`src/rtl/tetris_pkg.sv`:
```
// Shared piece definitions and queue types used across the tetris blocks.
package tetris_pkg;

    typedef enum logic [2:0] {
        PIECE_I    = 3'd0,
        PIECE_O    = 3'd1,
        PIECE_T    = 3'd2,
        PIECE_S    = 3'd3,
        PIECE_Z    = 3'd4,
        PIECE_J    = 3'd5,
        PIECE_L    = 3'd6,
        PIECE_NONE = 3'd7
    } piece_t;

    localparam int QUEUE_DEPTH = 4;

    typedef struct packed {
        logic   valid;
        logic   forced;
        piece_t piece;
    } push_t;

endpackage

```
`src/rtl/piece_prio_enc.sv`:
```
// Finds the lowest-index piece whose bag mask bit is still clear.
module piece_prio_enc
    import tetris_pkg::*;
(
    input  logic [6:0] mask,
    output piece_t     idx
);

    // Scan high to low so the lowest clear bit wins; all-set yields NONE.
    always_comb begin
        idx = PIECE_NONE;
        for (int i = 6; i >= 0; i--) begin
            if (!mask[i]) idx = piece_t'(3'(i));
        end
    end

endmodule

```
`src/rtl/piece_queue.sv`:
```
// 7-bag piece queue: head plus three previews, random fill with a forced
// fallback after too many rejected samples.
module piece_queue
    import tetris_pkg::*;
#(
    parameter int SKIP_LIMIT = 15
) (
    input  logic       clk,
    input  logic       reset,
    input  logic [2:0] rand_in,
    input  logic       take,
    output logic       piece_valid,
    output logic [2:0] piece,
    output logic [2:0] preview0,
    output logic [2:0] preview1,
    output logic [2:0] preview2,
    output logic       bag_done,
    output logic       forced
);

    piece_t      slots   [QUEUE_DEPTH];
    piece_t      n_slots [QUEUE_DEPTH];
    logic [2:0]  count, n_count;
    logic [6:0]  mask, n_mask, mask_set;
    logic [7:0]  streak, n_streak;
    logic [7:0]  mask_ext;
    piece_t      free_piece;
    push_t       push;
    logic        opp, accept, at_limit, pop, bag_full;

    piece_prio_enc u_enc (
        .mask (mask),
        .idx  (free_piece)
    );

    always_comb begin
        // Bit 7 is permanently "used" so the invalid index never accepts.
        mask_ext    = {1'b1, mask};
        opp         = (count != 3'(QUEUE_DEPTH)) || take;
        accept      = !mask_ext[rand_in];
        at_limit    = (streak == 8'(SKIP_LIMIT - 1));
        pop         = take && (count != 3'd0);

        push.valid  = opp && (accept || at_limit);
        push.forced = opp && !accept && at_limit;
        push.piece  = accept ? piece_t'(rand_in) : free_piece;

        mask_set    = mask | (7'd1 << push.piece);
        bag_full    = push.valid && (mask_set == 7'h7F);

        n_mask = mask;
        if (push.valid) n_mask = bag_full ? 7'd0 : mask_set;

        n_streak = streak;
        if (push.valid)
            n_streak = 8'd0;
        else if (opp)
            n_streak = streak + 8'd1;

        n_slots = slots;
        n_count = count;
        if (pop) begin
            for (int i = 0; i < QUEUE_DEPTH - 1; i++) n_slots[i] = slots[i + 1];
            n_slots[QUEUE_DEPTH - 1] = PIECE_NONE;
            n_count = count - 3'd1;
        end
        // After any pop the tail index is below depth, so this write is in range.
        if (push.valid) begin
            n_slots[n_count[1:0]] = push.piece;
            n_count = n_count + 3'd1;
        end
    end

    always_ff @(posedge clk) begin
        if (reset) begin
            for (int i = 0; i < QUEUE_DEPTH; i++) slots[i] <= PIECE_NONE;
            count  <= 3'd0;
            mask   <= 7'd0;
            streak <= 8'd0;
        end else begin
            slots  <= n_slots;
            count  <= n_count;
            mask   <= n_mask;
            streak <= n_streak;
        end
    end

    assign piece_valid = (count != 3'd0);
    assign piece       = slots[0];
    assign preview0    = slots[1];
    assign preview1    = slots[2];
    assign preview2    = slots[3];
    assign bag_done    = bag_full && !reset;
    assign forced      = push.forced && !reset;

endmodule

```
`config.mk`:
```
export PLATFORM = sky130hd
export DESIGN_NAME = piece_queue
export DESIGN_NICKNAME = d
export VERILOG_FILES = /design/src/rtl/tetris_pkg.sv /design/src/rtl/piece_prio_enc.sv /design/src/rtl/piece_queue.sv
export SDC_FILE = /design/constraint.sdc
export NUM_CORES = 1
export LEC_CHECK = 0
export CAP_MARGIN = 20
export CORE_UTILIZATION = 60
export DETAILED_ROUTE_END_ITERATION = 16
export PLACE_DENSITY = 0.84
export SETUP_SLACK_MARGIN = 0.2
export SLEW_MARGIN = 25
export SYNTH_ARGS = -nofsm -noshare
export SYNTH_HDL_FRONTEND = slang
export SYNTH_SLANG_ARGS = --single-unit
export TNS_END_PERCENT = 10
```
`constraint.sdc`:
```
create_clock -name clk -period 4.8 [get_ports clk]
set_clock_uncertainty 0.05 [all_clocks]
set_input_delay 0.72 -clock clk [delete_from_list [all_inputs] [get_ports clk]]
set_output_delay 0.72 -clock clk [all_outputs]
set_load 0.005 [all_outputs]
```
## Word-level counts from Yosys, hierarchy flattened

Index checks and enable logic that the tools add are counted.

- Shift operators: 1
- Order comparisons: 3
- Reduce and logical (&&, ||, !) cells: 14
- Add/sub/neg operators: 3
- Div/mod/pow operators: 0
- Multiplexer cells: 18
- Multiply operators: 0
- Bitwise logic cells: 2
- Eq/ne operators: 3

Operators by type and width:

| cell | count |
|---|---|
| 12-bit two-way mux | 2 |
| 3-bit two-way mux | 8 |
| 12-bit bitwise mux | 1 |
| 8-bit by 1-bit adder with 8-bit output, second input constant | 1 |
| 8-bit by 4-bit equality test with 1-bit output, second input constant | 1 |
| 1-bit logical AND | 8 |
| 7-bit equality test, second input constant | 1 |
| 7-bit two-way mux | 1 |
| 7-bit bitwise OR | 1 |
| 1-bit by 3-bit << shifter with 7-bit output, first input constant | 1 |
| 3-bit demux with 2-bit select | 1 |
| 3-bit by 4-bit < comparator with 1-bit output, second input constant | 1 |
| 2-bit two-way mux | 2 |
| 3-bit by 1-bit adder with 3-bit output, second input constant | 1 |
| 1-bit binary-select mux with 3-bit select | 1 |
| 3-bit >= comparator, second input constant | 1 |
| 3-bit by 1-bit < comparator with 1-bit output, second input constant | 1 |
| 3-bit inequality test, second input constant | 1 |
| 2-bit NOT with 3-bit output | 1 |
| 3-bit nonzero test | 1 |
| 3-bit by 1-bit subtractor with 3-bit output, second input constant | 1 |
| 1-bit zero test | 2 |
| 1-bit logical OR | 2 |
| 1-bit two-way mux | 2 |
| 2-bit OR reduction | 1 |

- Register bits: 30
- Input bits: 6
- Memory bits (writable): 0
- Logic and storage cells: 51
- ROM bits: 0
- Bits in latches: 0
- Memories: 0

## Logic depth before layout (Yosys ltp)

Gate-level depths: netlist of the first run.

- Depth after elaboration: 13
- Depth in mapped cells: 11
- Mapped depth without buffers: 11

## Cells and area by module

From an unflattened synthesis of the first run, not the netlist that was laid out.

- Cells, all modules: 232
- Area total of the unflattened synthesis: 1843.0 sq um

Modules (own cells, without submodules):

| module | cells an instance | area an instance (sq um) | seq. area each (sq um) | instances |
|---|---|---|---|---|
| piece_queue | 222 | 1799.2 | 600.6 | 1 |
| piece_prio_enc | 10 | 43.8 | 0.0 | 1 |

## Worst setup path before layout of the first run

OpenSTA, ideal clock, no wires.

- Path type: in2out
- Start: in rand_in[1]
- End: out bag_done
- Arrival time: 2.553 ns
- Stages: 7
- Setup slack: 1.477 ns
- Buffers on the path: 1
- Required time: 4.030 ns
- Cell sequence: buf_4 -> nor2_1 -> mux4_2 -> or4_4 -> o311ai_4 -> o221a_4 -> and3b_1

- Cells in the longest elaborated chain, start to end: 8
- Elaborated cells between the ends (all ways): 11

RTL lines:

| element | line | text |
|---|---|---|
| start: declaration | piece_queue.sv:10 | `input logic [2:0] rand_in,` |
| 1-bit binary-select mux with 3-bit select | piece_queue.sv:40 | `accept = !mask_ext[rand_in];` |
| 1-bit two-way mux (implied by the code) | piece_queue.sv:40 |  |
| 3-bit two-way mux | piece_queue.sv:46 | `push.piece = accept ? piece_t'(rand_in) : free_piece;` |
| 1-bit by 3-bit << shifter with 7-bit output | piece_queue.sv:48 | `mask_set = mask \| (7'd1 << push.piece);` |
| 7-bit bitwise OR | piece_queue.sv:48 |  |
| 7-bit equality test | piece_queue.sv:49 | `bag_full = push.valid && (mask_set == 7'h7F);` |
| 1-bit logical AND * | piece_queue.sv:49 |  |
| 1-bit logical AND * | piece_queue.sv:93 | `assign bag_done = bag_full && !reset;` |
| end: declaration | piece_queue.sv:17 | `output logic bag_done,` |

Every way passes the cells marked *; elsewhere a longest branch is shown, timed or not. The select of a mux whose other input is x is not followed.

## Final worst setup path of the first run

Ends and elaborated chain as after synthesis.

==> impl_metrics.py, run 1 <==
metrics = {
    "worst_setup_path": {
        "crit_top_cell": "clkdlybuf4s50_1",
        "crit_arrival_ns": 3.70,
        "cp.required_ns": 4.03,
        "crit_chain": "clkdlybuf4s50_1 > mux2i_1 > mux4_2 > or4_4 > o311ai_4 > o221a_4 > and3b_1 > clkdlybuf4s50_1",
        "worstPathMaxFanout": 8,
        "cpMaxStageDelayCell": "clkdlybuf4s50_1",
        "r2r_start": "count[0]$_SDFF_PP0_",
        "crit_type": "in -> out",
        "setup.worst_path.end_class": "primary output",
        "r2r-end": "preview2[0]$_SDFF_PP1_",
        "startpoint_type": "input pin",
        "rr_worst_depth": 10,
        "max_stage_delay_ns": 0.66,
        "critPathBufInv": 2,
        "critical-path-top-delay-family": "buffers and inverters",
        "rrSetupSlack_ns": 2.04,
        "cp-startpoint": "rand_in[1]",
    },
    "global_route": {
        "grt_first_pass_wirelength_um": 6950,
        "grt_start_max_net_pins": 26,
        "gr-total-overflow": 0,
        "grt.total_usage_pct": 27.4,
        "first_global_vias": 1540,
        "antenna_found_initial": 0,
    },
    "drt": {
        "drc": 0,
        "wl_per_cell_um": 15.4,
        "drt_iter0_markers": 93,
        "vias_per_cell": 5.98,
        "drtAntennaViolNets": 0,
        "first_pass_iters": 4,
        "dr_total_vias": 1674,
        "routed_wl_um": 4310,
    },
    "yosys": {
        "synth_fp_nets": 229,
        "syn_avg_cell_area_um2": 8.83,
        "ys_seq_area_share_pct": 31.6,
        "synth-edff-count": 0,
        "ys.warnings.count": 0,
        "ys_ff_latch": 30,
        "async_flop_share_pct": 0,
        "ys_types": 46,
        "syn_inst": 215,
        "synth-main-ff-cell": "dfxtp_1",
        "synth_area_um2": 1900,
    },
    "sta": {
        "worst_pin_slew_ns": 0.800,
        "grt_setup_unrepaired": "false",
        "finalWorstSetupSlack_ns": 0.333,
        "fin_crit_sh_pct": 93.1,
        "setup_viol": 0,
        "drv_slew": 0,
        "maxSlewHeadroom_pct": 46.5,
        "hold_viol_final": 0,
        "setup-tns-final_ns": 0,
        "fin_crit_ns": 4.47,
        "worst_hold_slack_ns": 0.480,
        "clock.fmax_mhz": 224,
    },
    "die": {
        "ios": 21,
        "dieHeight_um": 58.2,
        "floorplan.initialDensity_pct": 62.7,
        "die-area_um2": 3390,
        "fp.dieW_um": 58.2,
        "row_count": 20,
        "core_um2": 3030,
    },
    "power_and_ir_drop": {
        "p_per_area_nw_per_um2": 452,
        "vdd_drop_max_mv": 0.373,
        "power_mw": 1.01,
        "p_leak_nw": 0.932,
    },
    "placement": {
        "pre_cts_slack_ns": 0.341,
        "portBuffers": 20,
        "place_hpwl_um": 3070,
        "gp_congestion": 0.847,
        "post-place-cells": 272,
    },
    "job": {
        "cap_violations": 0,
    },
    "clocking": {
        "cts_root_buf": "clkbuf_4",
        "htreeDepth": 2,
        "cts_setup_buffers": 0,
        "cts_hold_buf": 0,
        "clk_latency_ns": 0.34,
        "cts_sinks": 30,
        "cts_max_path_buffers": 2,
        "cts_resized": 0,
        "numCtsBuffers": 5,
        "cts_tree": "yes",
        "clk_pin_slew_ns": 0.10,
    },
    "final_layout": {
        "layout_common_cells": "30 x dfxtp_1, 25 x mux2i_1, 20 x clkdlybuf4s50_1, 18 x nor2_1, 17 x nand2_1",
        "drive_gt1_share_pct": 14.4,
        "final_cells": 280,
        "final_common_cell": "dfxtp_1",
        "diodes": 0,
        "syn2layout_area_growth_pct": 17.2,
        "nNetsFinal": 249,
    },
    "worst_hold_path": {
        "hold_end": "streak[7]$_SDFFE_PP0P_",
        "hold_class": "reg -> reg",
        "hp-start": "streak[7]$_SDFFE_PP0P_",
        "hold_path_depth": 2,
    },
    "run_status": {
        "status": "complete, no violations",
    },
}
## metal layers
| metal | part of all wire, % | track usage (%) |
|---|---|---|
| met1 | 44 | 33.9 |
| met2 | 47 | 44.7 |
| met3 | 7.4 | 7.81 |
| met4 | 1.9 | 11.2 |
| met5 | 0 | 0 |
## synthesized netlist by cell type (all sizes together) (4+ instances only)
cell / count / area [µm²]
a21oi: 5 / 25.0
ha: 8 / 100
buf: 5 / 26.3
nor2: 18 / 67.6
o21ai: 6 / 30.0
nand2: 17 / 63.8
a31oi: 5 / 31.3
mux2i: 25 / 250
xor2: 7 / 61.3
xnor2: 4 / 35.0
clkbuf: 8 / 30.0
nand3: 6 / 30.0
a211oi: 7 / 52.6
dfxtp: 30 / 601
or2: 13 / 81.3
and3: 4 / 25.0
inv: 7 / 26.3
## cell families after synthesis
| kind of cell | count (synthesis) | share of synthesized area, % |
|---|---|---|
| buf+inv | 20 | 4.35 |
| flops | 30 | 31.6 |
| compound gates | 37 | 14.8 |
| xor+xnor | 11 | 5.08 |
| fa+ha+maj | 8 | 5.27 |
| mux | 28 | 15.6 |
| simple gates | 81 | 23.3 |
## worst max path at each step
stage / to / slack, ns / cells after the start
CTS: bag_done / 0.34 / 8
floorplan: bag_done / 1.48 / 7
global placement: bag_done / 0.41 / 8
global route: bag_done / 0.23 / 8
detailed placement: bag_done / 0.34 / 8
finish: bag_done / 0.33 / 8
## layout make-up
type                       count  area, µm²
tap                           44       55.1
clock buffer                   5       37.5
multi-input combinational    165       1210
inverter                       7       26.3
timing repair buffer          26        245
sequential                    30        601
clock inverter                 3       45.0
fill                         233        803
## tightest hold or removal path, delay by kind of cell, from the launching register on
kind,cells,cell delay [ns]
AND/OR/NAND/NOR,1,0.07
XOR/XNOR,1,0.07
flip-flops,1,0.36
## power breakdown
group          internal [mW]  total (mW)  switching (mW)
logic                  0.235       0.450           0.215
clock network          0.109       0.204          0.0952
registers              0.303       0.352          0.0489
## registers in the layout, indices dropped and copies added (netlist names)
| name | cells |
|---|---|
| count | 3 |
| streak | 8 |
| piece | 3 |
| preview1 | 3 |
| preview2 | 3 |
| mask | 7 |
| preview0 | 3 |
## through the flow
step	cell area, µm²	util [%]
floorplan	1900	-
global placement	2140	70.7
detailed placement	2140	70.7
CTS	2220	73.5
global route	2220	73.5
finish	2220	73.5
(Power assumes the default switching activity.)
==> run 2: changes to the inputs <==
- CORE_MARGIN: not set -> 2
==> run 2 against run 1 <==
Global-route usage shrank 1.8 points. Count of clock-buffer cells in the layout is the same. Power shrank 0.46%. Cell count shrank 0.36%. Critical path depth is the same. Setup slack gained 0.086 ns. Highest routed layer unchanged. Routed wire length shrank 2.5%. Via count shrank 1.6%. Core utilization shrank 0.45 points. Hold slack gained 0.014 ns. Non-clock buffer count shrank 1. Sequential cell count is the same.
==> impl_metrics.py, run 2 (same netlist as run 1, synthesis figures left out) <==
metrics = {
    "final_layout": {
        "fill_cells": 226,
        "top_register": "streak",
        "diodes": 0,
        "layout_common_cells": "30 x dfxtp_1, 25 x mux2i_1, 19 x clkdlybuf4s50_1, 18 x nor2_1, 17 x nand2_1",
        "nNetsFinal": 248,
        "fin_area_um2": 2210,
        "post-route-util_pct": 73.0,
        "final_common_cell": "dfxtp_1",
        "top_regs": "streak x8, mask x7",
        "syn2layout_area_growth_pct": 16.5,
        "drive_gt1_share_pct": 14.0,
        "largest_reg_flops": 8,
    },
    "drt": {
        "drt_iter0_markers": 79,
        "vias_per_cell": 5.90,
        "routed_wl_um": 4200,
        "dr_total_vias": 1647,
        "drtAntennaViolNets": 0,
        "first_pass_iters": 4,
        "drc": 0,
        "wl_per_cell_um": 15.1,
    },
    "global_route": {
        "grtUsageMet2_pct": 42.1,
        "antenna_found_initial": 0,
        "first_global_vias": 1492,
        "gr-total-overflow": 0,
        "grt_first_pass_wirelength_um": 6900,
        "grt_busiest_layer": "met2",
        "use_met1_pct": 32.5,
        "grt_start_max_net_pins": 26,
        "grt.total_usage_pct": 25.6,
        "gr-usage-met3_pct": 5.63,
    },
    "job": {
        "cap_violations": 0,
    },
    "run_status": {
        "status": "complete, no violations",
    },
    "clocking": {
        "cts_tree": "yes",
        "htreeDepth": 2,
        "clk_pin_slew_ns": 0.09,
        "cts_sinks": 30,
        "cts_max_path_buffers": 2,
        "cts_hold_buf": 0,
        "cts_setup_buffers": 0,
        "numCtsBuffers": 5,
        "cts_root_buf": "clkbuf_4",
        "clk_latency_ns": 0.33,
    },
    "die": {
        "core_um2": 3030,
        "die-area_um2": 3630,
        "fp.dieW_um": 60.2,
        "dieHeight_um": 60.2,
        "floorplan.initialDensity_pct": 62.7,
        "row_count": 20,
        "ios": 21,
    },
    "worst_setup_path": {
        "crit_type": "in -> out",
        "cpMaxStageDelayCell": "or4_4",
        "crit_chain": "dlygate4sd2_1 > mux2i_1 > mux4_2 > or4_4 > o311ai_4 > o221a_4 > and3b_1 > clkdlybuf4s50_1",
        "r2r_start": "count[0]$_SDFF_PP0_",
        "worstPathMaxFanout": 13,
        "cp.required_ns": 4.03,
        "crit_arrival_ns": 3.61,
        "cp-startpoint": "rand_in[1]",
        "max_stage_delay_ns": 0.52,
        "startpoint_type": "input pin",
        "setup.worst_path.end_class": "primary output",
    },
    "sta": {
        "fin_crit_sh_pct": 91.3,
        "fin_crit_ns": 4.38,
        "worst_pin_slew_ns": 0.767,
        "setup-tns-final_ns": 0,
        "clock.fmax_mhz": 228,
        "maxSlewHeadroom_pct": 48.7,
        "grt_setup_unrepaired": "false",
        "drv_slew": 0,
        "setup_viol": 0,
        "hold_viol_final": 0,
    },
    "worst_hold_path": {
        "hold_class": "reg -> reg",
        "hp-start": "streak[7]$_SDFFE_PP0P_",
    },
    "placement": {
        "place_hpwl_um": 2980,
        "portBuffers": 20,
        "gp_congestion": 0.930,
        "placed_area_um2": 2130,
    },
    "power_and_ir_drop": {
        "power_mw": 1.00,
        "p_per_area_nw_per_um2": 453,
        "vdd_drop_max_mv": 0.354,
        "p_leak_nw": 0.936,
    },
}
==> run 2: changes by cell type in the layout (fill, tap and decap cells not counted), sizes merged <==
cell / change
dlygate4sd2: +1
buf: -1
clkinv: +2
clkdlybuf4s50: -1
clkinvlp: -2
==> run 2: cell type report <==
cell class              instances  area [µm²]  share of cell area [%]
inverters                       7        26.3                    1.19
clock buffers                   5        37.5                    1.70
clock inverters                 3        40.0                    1.81
well taps                      44        55.1                    2.49
multi-input cells             165        1210                    55.0
flip-flops and latches         30         601                    27.2
repair buffers                 25         236                    10.7
==> run 2: final timing paths <==
kind                            end  slack, ns  cells after the start
max                        bag_done       0.42                      8
min          streak[7]$_SDFFE_PP0P_       0.49                      2
max reg2reg  preview2[0]$_SDFF_PP1_       2.06                     10
min reg2reg  streak[7]$_SDFFE_PP0P_       0.49                      2
==> run 2: metal layers <==
| layer | routed length (µm) | vias to the layer above |
|---|---|---|
| met1 | 1890 | 779 |
| met2 | 2060 | 54 |
| met4 | 36 | 0 |
| li1 | - | 810 |
| met5 | 0 | - |
| met3 | 215 | 4 |
==> run 2: stage by stage <==
stage | hold WS, ns | worst slack (ns) | instances
after CTS | 0.497 | 0.449 | 279
final | 0.494 | 0.418 | 279
after floorplan | 0.429 | 1.48 | 215
after global routing | 0.532 | 0.310 | 279
after global placement | 0.452 | 0.291 | 271
after detailed placement | 0.478 | 0.180 | 271
==> run 2: power by group <==
| part | switching, mW | total [mW] | leakage (nW) | internal [mW] |
|---|---|---|---|---|
| clock network | 0.0927 | 0.201 | 0.0450 | 0.108 |
| registers | 0.0465 | 0.350 | 0.245 | 0.303 |
| logic | 0.216 | 0.452 | 0.646 | 0.236 |
| total | 0.355 | 1.00 | 0.936 | 0.647 |
==> run 2: repair_timing <==
item / in CTS / in global routing
endpoints found under the hold margin: 0 / 0
gates resized for setup: 1 / 0
endpoints found under the setup margin: 1 / 0
==> run 2: critical path, delay by kind of cell <==
kind	cells	cell delay, ns
compound gates	2	0.50
buf+inv	2	0.99
mux	2	0.69
simple gates	2	0.71
